**src/rtl/mips_pkg.sv**
```systemverilog
// Shared definitions for the register-file write arbiter: default widths,
// the hard-wired zero register index and the arbiter state encoding.
package mips_pkg;

   localparam int DATA_W = 32;
   localparam int ADDR_W = 5;

   localparam logic [4:0] REG_ZERO = 5'd0;

   typedef enum logic [1:0] {
      IDLE  = 2'd0,
      HOLD  = 2'd1,
      FORCE = 2'd2
   } rfarb_state_t;

endpackage

```
**src/rtl/regfile_write_arbiter_starve_timer.sv**
```systemverilog
// starve_timer: counts how long a held MDU result has waited without being
// written and flags when the wait reaches LIMIT-1. The counter saturates there.
// Only present when RFARB_STARVE_GUARD_EN is defined.
`ifdef RFARB_STARVE_GUARD_EN
module starve_timer #(
   parameter int LIMIT = 4
) (
   input  logic clk,
   input  logic rst,
   input  logic count_en,
   input  logic clear,
   output logic at_limit
);

   localparam int CNT_W = (LIMIT > 2) ? $clog2(LIMIT) : 1;
   localparam logic [CNT_W-1:0] MAX_CNT = CNT_W'(LIMIT - 1);

   logic [CNT_W-1:0] wait_cnt_q;
   logic [CNT_W-1:0] wait_cnt_d;

   // Next count: clear wins, otherwise step up until saturated at the limit.
   always_comb begin
      wait_cnt_d = wait_cnt_q;
      if (clear) begin
         wait_cnt_d = '0;
      end else if (count_en && (wait_cnt_q != MAX_CNT)) begin
         wait_cnt_d = wait_cnt_q + CNT_W'(1);
      end
   end

   // Wait counter register, emptied by the active-low asynchronous reset.
   always_ff @(posedge clk or negedge rst) begin
      if (!rst) begin
         wait_cnt_q <= '0;
      end else begin
         wait_cnt_q <= wait_cnt_d;
      end
   end

   assign at_limit = (wait_cnt_q == MAX_CNT);

endmodule
`endif

```
**src/rtl/regfile_write_arbiter.sv**
```systemverilog
// regfile_write_arbiter: shares the single register-file write port between
// the writeback stage (absolute priority, never back-pressured) and the
// multi-cycle mul/div unit, whose results wait in a one-entry holding register
// until the first cycle WB does not write.
// Optional feature macro: RFARB_STARVE_GUARD_EN adds a starvation timer that
// raises wb_stall once a held result has waited too long.
module regfile_write_arbiter
   import mips_pkg::*;
#(
   parameter int DATA_W = mips_pkg::DATA_W,
   parameter int ADDR_W = mips_pkg::ADDR_W
`ifdef RFARB_STARVE_GUARD_EN
   ,
   parameter int STARVE_LIMIT = 4
`endif
) (
   input  logic              clk,
   input  logic              rst,
   input  logic              wb_we,
   input  logic [ADDR_W-1:0] wb_wa,
   input  logic [DATA_W-1:0] wb_wd,
   input  logic              mdu_valid,
   input  logic [ADDR_W-1:0] mdu_wa,
   input  logic [DATA_W-1:0] mdu_wd,
   output logic              mdu_ready,
   output logic              rf_we,
   output logic [ADDR_W-1:0] rf_wa,
   output logic [DATA_W-1:0] rf_wd,
   output logic              mdu_pend,
   output logic [ADDR_W-1:0] mdu_pend_wa,
   output logic              wb_stall
);

   localparam logic [ADDR_W-1:0] ZERO_WA = ADDR_W'(REG_ZERO);

   rfarb_state_t      state_q;
   rfarb_state_t      state_d;
   logic [ADDR_W-1:0] pend_wa_q;
   logic [ADDR_W-1:0] pend_wa_d;
   logic [DATA_W-1:0] pend_wd_q;
   logic [DATA_W-1:0] pend_wd_d;

   logic pend;
   logic wb_grant;
   logic drain;
   logic discard;
   logic load;
   logic load_keep;

   // Grant decode: WB owns the port whenever it writes a real register; the
   // held entry drains otherwise, and a WB write to the held address kills it.
   always_comb begin
      pend      = (state_q != IDLE);
      wb_grant  = wb_we && (wb_wa != ZERO_WA);
      drain     = pend && !wb_grant;
      discard   = pend && wb_grant && (wb_wa == pend_wa_q);
      mdu_ready = !pend || drain;
      load      = mdu_valid && mdu_ready;
      load_keep = load && (mdu_wa != ZERO_WA);
   end

   // Register-file port drive; forced quiet while reset is asserted.
   always_comb begin
      rf_we = 1'b0;
      rf_wa = '0;
      rf_wd = '0;
      if (rst) begin
         if (wb_grant) begin
            rf_we = 1'b1;
            rf_wa = wb_wa;
            rf_wd = wb_wd;
         end else if (pend) begin
            rf_we = 1'b1;
            rf_wa = pend_wa_q;
            rf_wd = pend_wd_q;
         end
      end
   end

   // Hazard-unit view of the holding register.
   always_comb begin
      mdu_pend    = pend;
      mdu_pend_wa = pend ? pend_wa_q : '0;
   end

   // Holding-register payload: captured only for results aimed at a real register.
   always_comb begin
      pend_wa_d = pend_wa_q;
      pend_wd_d = pend_wd_q;
      if (load_keep) begin
         pend_wa_d = mdu_wa;
         pend_wd_d = mdu_wd;
      end
   end

`ifdef RFARB_STARVE_GUARD_EN
   logic at_limit;
   logic timer_count;
   logic timer_clear;

   // Timer control: count waiting HOLD cycles, restart whenever the entry leaves.
   always_comb begin
      timer_count = (state_q == HOLD) && !drain && !discard;
      timer_clear = !pend || drain || discard;
   end

   starve_timer #(
      .LIMIT (STARVE_LIMIT)
   ) u_starve_timer (
      .clk      (clk),
      .rst      (rst),
      .count_en (timer_count),
      .clear    (timer_clear),
      .at_limit (at_limit)
   );

   assign wb_stall = (state_q == FORCE);
`else
   assign wb_stall = 1'b0;
`endif

   // Next-state logic: the state doubles as the holding register's valid bit.
   always_comb begin
      state_d = state_q;
      unique case (state_q)
         IDLE: begin
            if (load_keep) begin
               state_d = HOLD;
            end
         end
         HOLD, FORCE: begin
            if (drain || discard) begin
               state_d = load_keep ? HOLD : IDLE;
            end
`ifdef RFARB_STARVE_GUARD_EN
            else if ((state_q == HOLD) && at_limit) begin
               state_d = FORCE;
            end
`endif
         end
         default: begin
            state_d = IDLE;
         end
      endcase
   end

   // State and payload registers; reset drops any held result.
   always_ff @(posedge clk or negedge rst) begin
      if (!rst) begin
         state_q   <= IDLE;
         pend_wa_q <= '0;
         pend_wd_q <= '0;
      end else begin
         state_q   <= state_d;
         pend_wa_q <= pend_wa_d;
         pend_wd_q <= pend_wd_d;
      end
   end

   // Register 0 must never be written through the port.
   a_no_zero_write : assert property (@(posedge clk) disable iff (!rst)
      rf_we |-> (rf_wa != ZERO_WA));

   // A held entry never points at register 0.
   a_no_zero_hold : assert property (@(posedge clk) disable iff (!rst)
      pend |-> (pend_wa_q != ZERO_WA));

endmodule

```
**config.mk**
```make
export PLATFORM = sky130hd
export DESIGN_NAME = regfile_write_arbiter
export DESIGN_NICKNAME = d
export VERILOG_FILES = /design/src/rtl/mips_pkg.sv /design/src/rtl/regfile_write_arbiter_starve_timer.sv /design/src/rtl/regfile_write_arbiter.sv
export SDC_FILE = /design/constraint.sdc
export NUM_CORES = 1
export LEC_CHECK = 0
export ABC_CLOCK_PERIOD_IN_PS = 5000
export CORE_MARGIN = 3
export CORE_UTILIZATION = 65
export CTS_CLUSTER_DIAMETER = 40
export CTS_CLUSTER_SIZE = 20
export DETAILED_ROUTE_END_ITERATION = 8
export DONT_BUFFER_PORTS = 1
export MAX_ROUTING_LAYER = met4
export PLACE_DENSITY_LB_ADDON = 0.3
export SYNTH_ARGS = -nofsm -noshare
export SYNTH_HDL_FRONTEND = slang
export SYNTH_SLANG_ARGS = --single-unit
export TNS_END_PERCENT = 5
```
**constraint.sdc**
```tcl
create_clock -name clk -period 5 [get_ports clk]
set_clock_uncertainty 0.05 [all_clocks]
set_input_delay 0.5 -clock clk [delete_from_list [all_inputs] [get_ports clk]]
set_output_delay 0.5 -clock clk [all_outputs]
set_load 0.03 [all_outputs]
```
* Yosys cells after proc, flatten, opt, wreduce, memory -nomap -nowiden
Cells that the tools add are included.
** Storage, ports and cells
- Register bits :: 39
- Bits in latches :: 0
- RAM bits :: 0
- ROM bits :: 0
- Input port bits :: 78
- Output and inout port bits :: 46
- Word-level logic and storage cells :: 37
- Memories :: 0
** Cells by class
- Add/subtract/negate cells :: 0
- $mul :: 0
- Div/mod/pow operators :: 0
- $lt $le $gt $ge :: 0
- Equality and inequality tests :: 5
- Shifts and indexed selects :: 0
- Multiplexer cells :: 13
- Bitwise logic cells :: 0
- Reduce and logical (&&, ||, !) cells :: 16
** Operators with widths (number)
- 2-to-1 mux 32 bit :: 3
- 2-to-1 mux 5 bit :: 3
- nonzero test 5 bit :: 2
- logical AND 1 bit :: 6
- == test 5 bit :: 1
- 2-to-1 mux 1 bit :: 4
- 2-to-1 mux 2 bit :: 2
- != test 2 bit, second input constant :: 2
- one-hot mux 2 bit (2 select lines) :: 1
- == test 2 x 1 -> 1 bit, second input constant :: 1
- == test 2 bit, second input constant :: 1
- logical NOT 1 bit :: 2
- logical NOT 2 bit :: 1
- logical OR 1 bit :: 2
- AND reduction 2 bit :: 1
- nonzero test 2 bit :: 1
- OR reduction 2 bit :: 1

* Depth between registers and ports, before layout
- Depth after elaboration :: 10
- Mapped depth :: 7
- Gate-level depth less buffers :: 4

* Least setup slack after synthesis
Ideal clock, no wire load.
- Kind :: in2out
- Start point :: in wb_wa[3]
- End point :: out rf_wd[23]
- Data arrival time :: 2435 ps
- Required time :: 4450 ps
- Path slack :: 2015 ps
- Stages :: 5
- Buffers on the path :: 1
- Cell sequence :: or4_4 > o21ai_2 > clkbuf_1 > nand3_1 > a21boi_0
** Between the ends
- Word-level cells in the longest chain between the ends :: 4
** Ends and longest elaborated chain
- start: declaration :: line regfile_write_arbiter.sv:20 : input logic [ADDR_W-1:0] wb_wa,
- nonzero test 5 bit :: line regfile_write_arbiter.sv:54 : wb_grant = wb_we && (wb_wa != ZERO_WA);
- logical AND 1 bit :: line regfile_write_arbiter.sv:54
- 2-to-1 mux 32 bit :: line regfile_write_arbiter.sv:68 : if (wb_grant) begin
- 2-to-1 mux 32 bit :: line regfile_write_arbiter.sv:67 : if (rst) begin
- end: declaration :: line regfile_write_arbiter.sv:28 : output logic [DATA_W-1:0] rf_wd,
Every way passes these cells.

* Worst setup path in the final report
- Start point :: reg state_q[0]
- End point :: out rf_wa[0]
** Between the ends
- Word-level cells in the longest chain between the ends :: 4
** Ends and longest elaborated chain
- start: declaration :: line regfile_write_arbiter.sv:36 : rfarb_state_t state_q;
- start signal: assignment :: line regfile_write_arbiter.sv:154 : state_q <= state_d;
- nonzero test 2 bit :: line regfile_write_arbiter.sv:53 : pend = (state_q != IDLE);
- 2-to-1 mux 5 bit
- via mdu_pend_wa[0] :: line regfile_write_arbiter.sv:30 : output logic [ADDR_W-1:0] mdu_pend_wa,
- 2-to-1 mux 5 bit :: line regfile_write_arbiter.sv:68
- 2-to-1 mux 5 bit :: line regfile_write_arbiter.sv:67
- end: declaration :: line regfile_write_arbiter.sv:27 : output logic [ADDR_W-1:0] rf_wa,
The timed path passes the listed nets, and every way through them passes these cells.

==> metrics.txt <==
num rows=20; kind of critical path=flip-flop to output port; Clock Tree Buf Depth=2; Crit. Startpoint=state_q[0]$_DFFE_PN0P_; maxcap violations=0; Syn Area/Cell=9.77 um^2; Final nets=297; # diodes=0; final setup fails=0; PnR worst setup slack=between 1500 and 2000 ps; crit end category=output port; synthesized area=2240 um^2; first-pass GRT wire length=7.92 mm; clk sinks=38; syn nets=approximately 310; Fin. Hold Viols=0; Port Buffers=0; gp weighted congestion=0.711; Die X=64.7 um; Synthesis Warnings=0; share of cells above drive strength 1=14.2%; Final Max Slew Viols=0; Initial Utilization=70.4%; total core area=3180 um^2; most frequent cells in the layout=nand2_1, dfrtp_1, a21boi_0; vias post-DR=1643; P per Cell Area=around 330 nW/um^2; pre-CTS setup slack=1620 ps; GRT overflow=0; Clock Pin Slew Worst Setup and Hold Paths=around 120 ps; Post-CTS Hold Buffers=2; critical path launch point type=flip-flop; post-synthesis register bit count=38; WL/cell=18.4 um; Filler cells=259; first-pass iteration count of the detailed router=5; H-tree depth=2; CP required=around 4500 ps; RSZ-0062 raised after global routing=false; DRT iter0 DRCs=around 120; Post-Syn Instances=between 200 and 250; Root Buffer=clkbuf_4; slowest cell on the critical path=a21boi_0; post-cts resize count=0; design area=2270 um^2; VDD IR-drop max=approximately 190 uV; commonest non-fill, non-tap cell in the layout=nand2_1; Reg-to-Reg Start=state_q[0]$_DFFE_PN0P_; full die area=4180 um^2; CTS tree=built; Highest Clock Rate=320 MHz; Final Hold Slack=240 ps; post-DR vias/cell=6.25; flip-flop and latch area=951 um^2; Hold Crit Depth=1; Slew headroom=19.7%; Slew @ Worst Pin=1200 ps; Leak Pwr=0.901 nW; status=complete, no violations; largest net degree at the start of global routing=between 40 and 50; Yosys cell types=22; # IOs=124; period utilization=62.6%; cts bufs inserted=5; Critical Path Max Stage Delay=approximately 780 ps; worst-path fanout max=40; Hold Crit Start=mdu_wa[1]; Fin Setup TNS=0 ps; layout overhead on the synthesized area=1.62%; Skew-Pair Late Insertion Delay=340 ps; Final min period=3130 ps; post-synthesis sequential area ratio=42.5%; Detailed Route WL=4.84 mm; CP Data Arrival Time=2580 ps; crit-path cells=buf_4 > and2_1 > nand2_1 > a21boi_0; Residual DRC=0; Die Height=about 65 um; gr usage total=25.1%; vias in the first global route=1661; multi-input logic area=1180 um^2; dpl cell area=approximately 2200 um^2; Hold WC Path Type=input port to flip-flop; remaining antenna violation count=0; FF-to-FF path depth=3; antenna violations before repair=0; detailed-placement wirelength estimate=3.27 mm; setup bufs post-CTS=0
[cell usage after synthesis]
library cell / instances / area (um^2)
nand2_1: 43 / 161
dfrtp_1: 38 / 951
a21boi_0: 37 / 278
nand3_1: 33 / 165
mux2_1: 19 / 214
mux2_2: 18 / 203
clkbuf_1: 13 / 48.8
and2_1: 5 / 31.3
buf_6: 4 / 45.0
xnor2_1: 3 / 26.3
buf_2: 2 / 10.0
buf_4: 2 / 15.0
o21a_1: 2 / 15.0
xor2_1: 2 / 17.5
a21oi_2: 1 / 8.76
conb_1: 1 / 3.75
nor3_1: 1 / 5.00
o21ai_0: 1 / 5.00
o21ai_2: 1 / 8.76
o21bai_1: 1 / 7.51
or4_1: 1 / 7.51
or4_4: 1 / 11.3
[registers in the layout, summed over array words and instances (netlist names)]
name and cells:
pend_wa_q 5, pend_wd_q 32, state_q 1
[worst paths after layout]
check	slack (ps)	endpoint
min in group asynchronous	580	pend_wa_q[0]$_DFFE_PN0P_
worst max-delay path	1870	rf_wa[0]
worst max register to register	2600	pend_wd_q[18]$_DFFE_PN0P_
worst min register to register	440	pend_wd_q[6]$_DFFE_PN0P_
max in group asynchronous	4130	pend_wd_q[16]$_DFFE_PN0P_
worst min-delay path	240	pend_wa_q[1]$_DFFE_PN0P_
[cells by family after synthesis]
family,Yosys count,share of synthesized area [%]
simple gates,84,17.0
mux,37,18.6
other cells,1,0.168
compound gates,43,14.4
flops,38,42.5
buf+inv,21,5.31
xor+xnor,5,1.96
[final cells by class]
class                   instances  share of cell area [%]
well taps                      44                    2.42
repair buffers                  4                    1.98
clock inverters                 2                   0.440
clock buffers                   5                    1.65
multi-input cells             170                    51.7
flip-flops and latches         38                    41.8
[worst max-delay path, delay by kind of cell (launching register included)]
family	cells	cell delay [ps]
DFF	1	540
AOI/OAI and AO/OA	1	780
buffers and inverters	1	430
and+or+nand+nor	2	490
[per-stage QoR]
stage | power [mW] | util (%) | std cells
after floorplan | 0.582 | - | 229
after global placement | 0.593 | 69.1 | 254
after detailed placement | 0.603 | 69.1 | 254
after CTS | 0.758 | 71.6 | 263
after global routing | 0.801 | 71.6 | 263
final | 0.750 | 71.6 | 263
[where the power goes]
part	total, mW	leakage, nW	internal [mW]	switching, mW
clock network	0.146	0.0308	0.0506	0.0956
logic	0.215	0.426	0.0740	0.141
registers	0.389	0.444	0.358	0.0311
total	0.750	0.901	0.483	0.267
[per-layer routing]
layer	wire [um]	vias to the layer above	global-route usage, %
li1	-	763	-
met1	1980	795	29.8
met2	2380	75	41.5
met3	404	10	7.97
met4	80	0	7.12
met5	0	-	-
(Power assumes the default switching activity.)
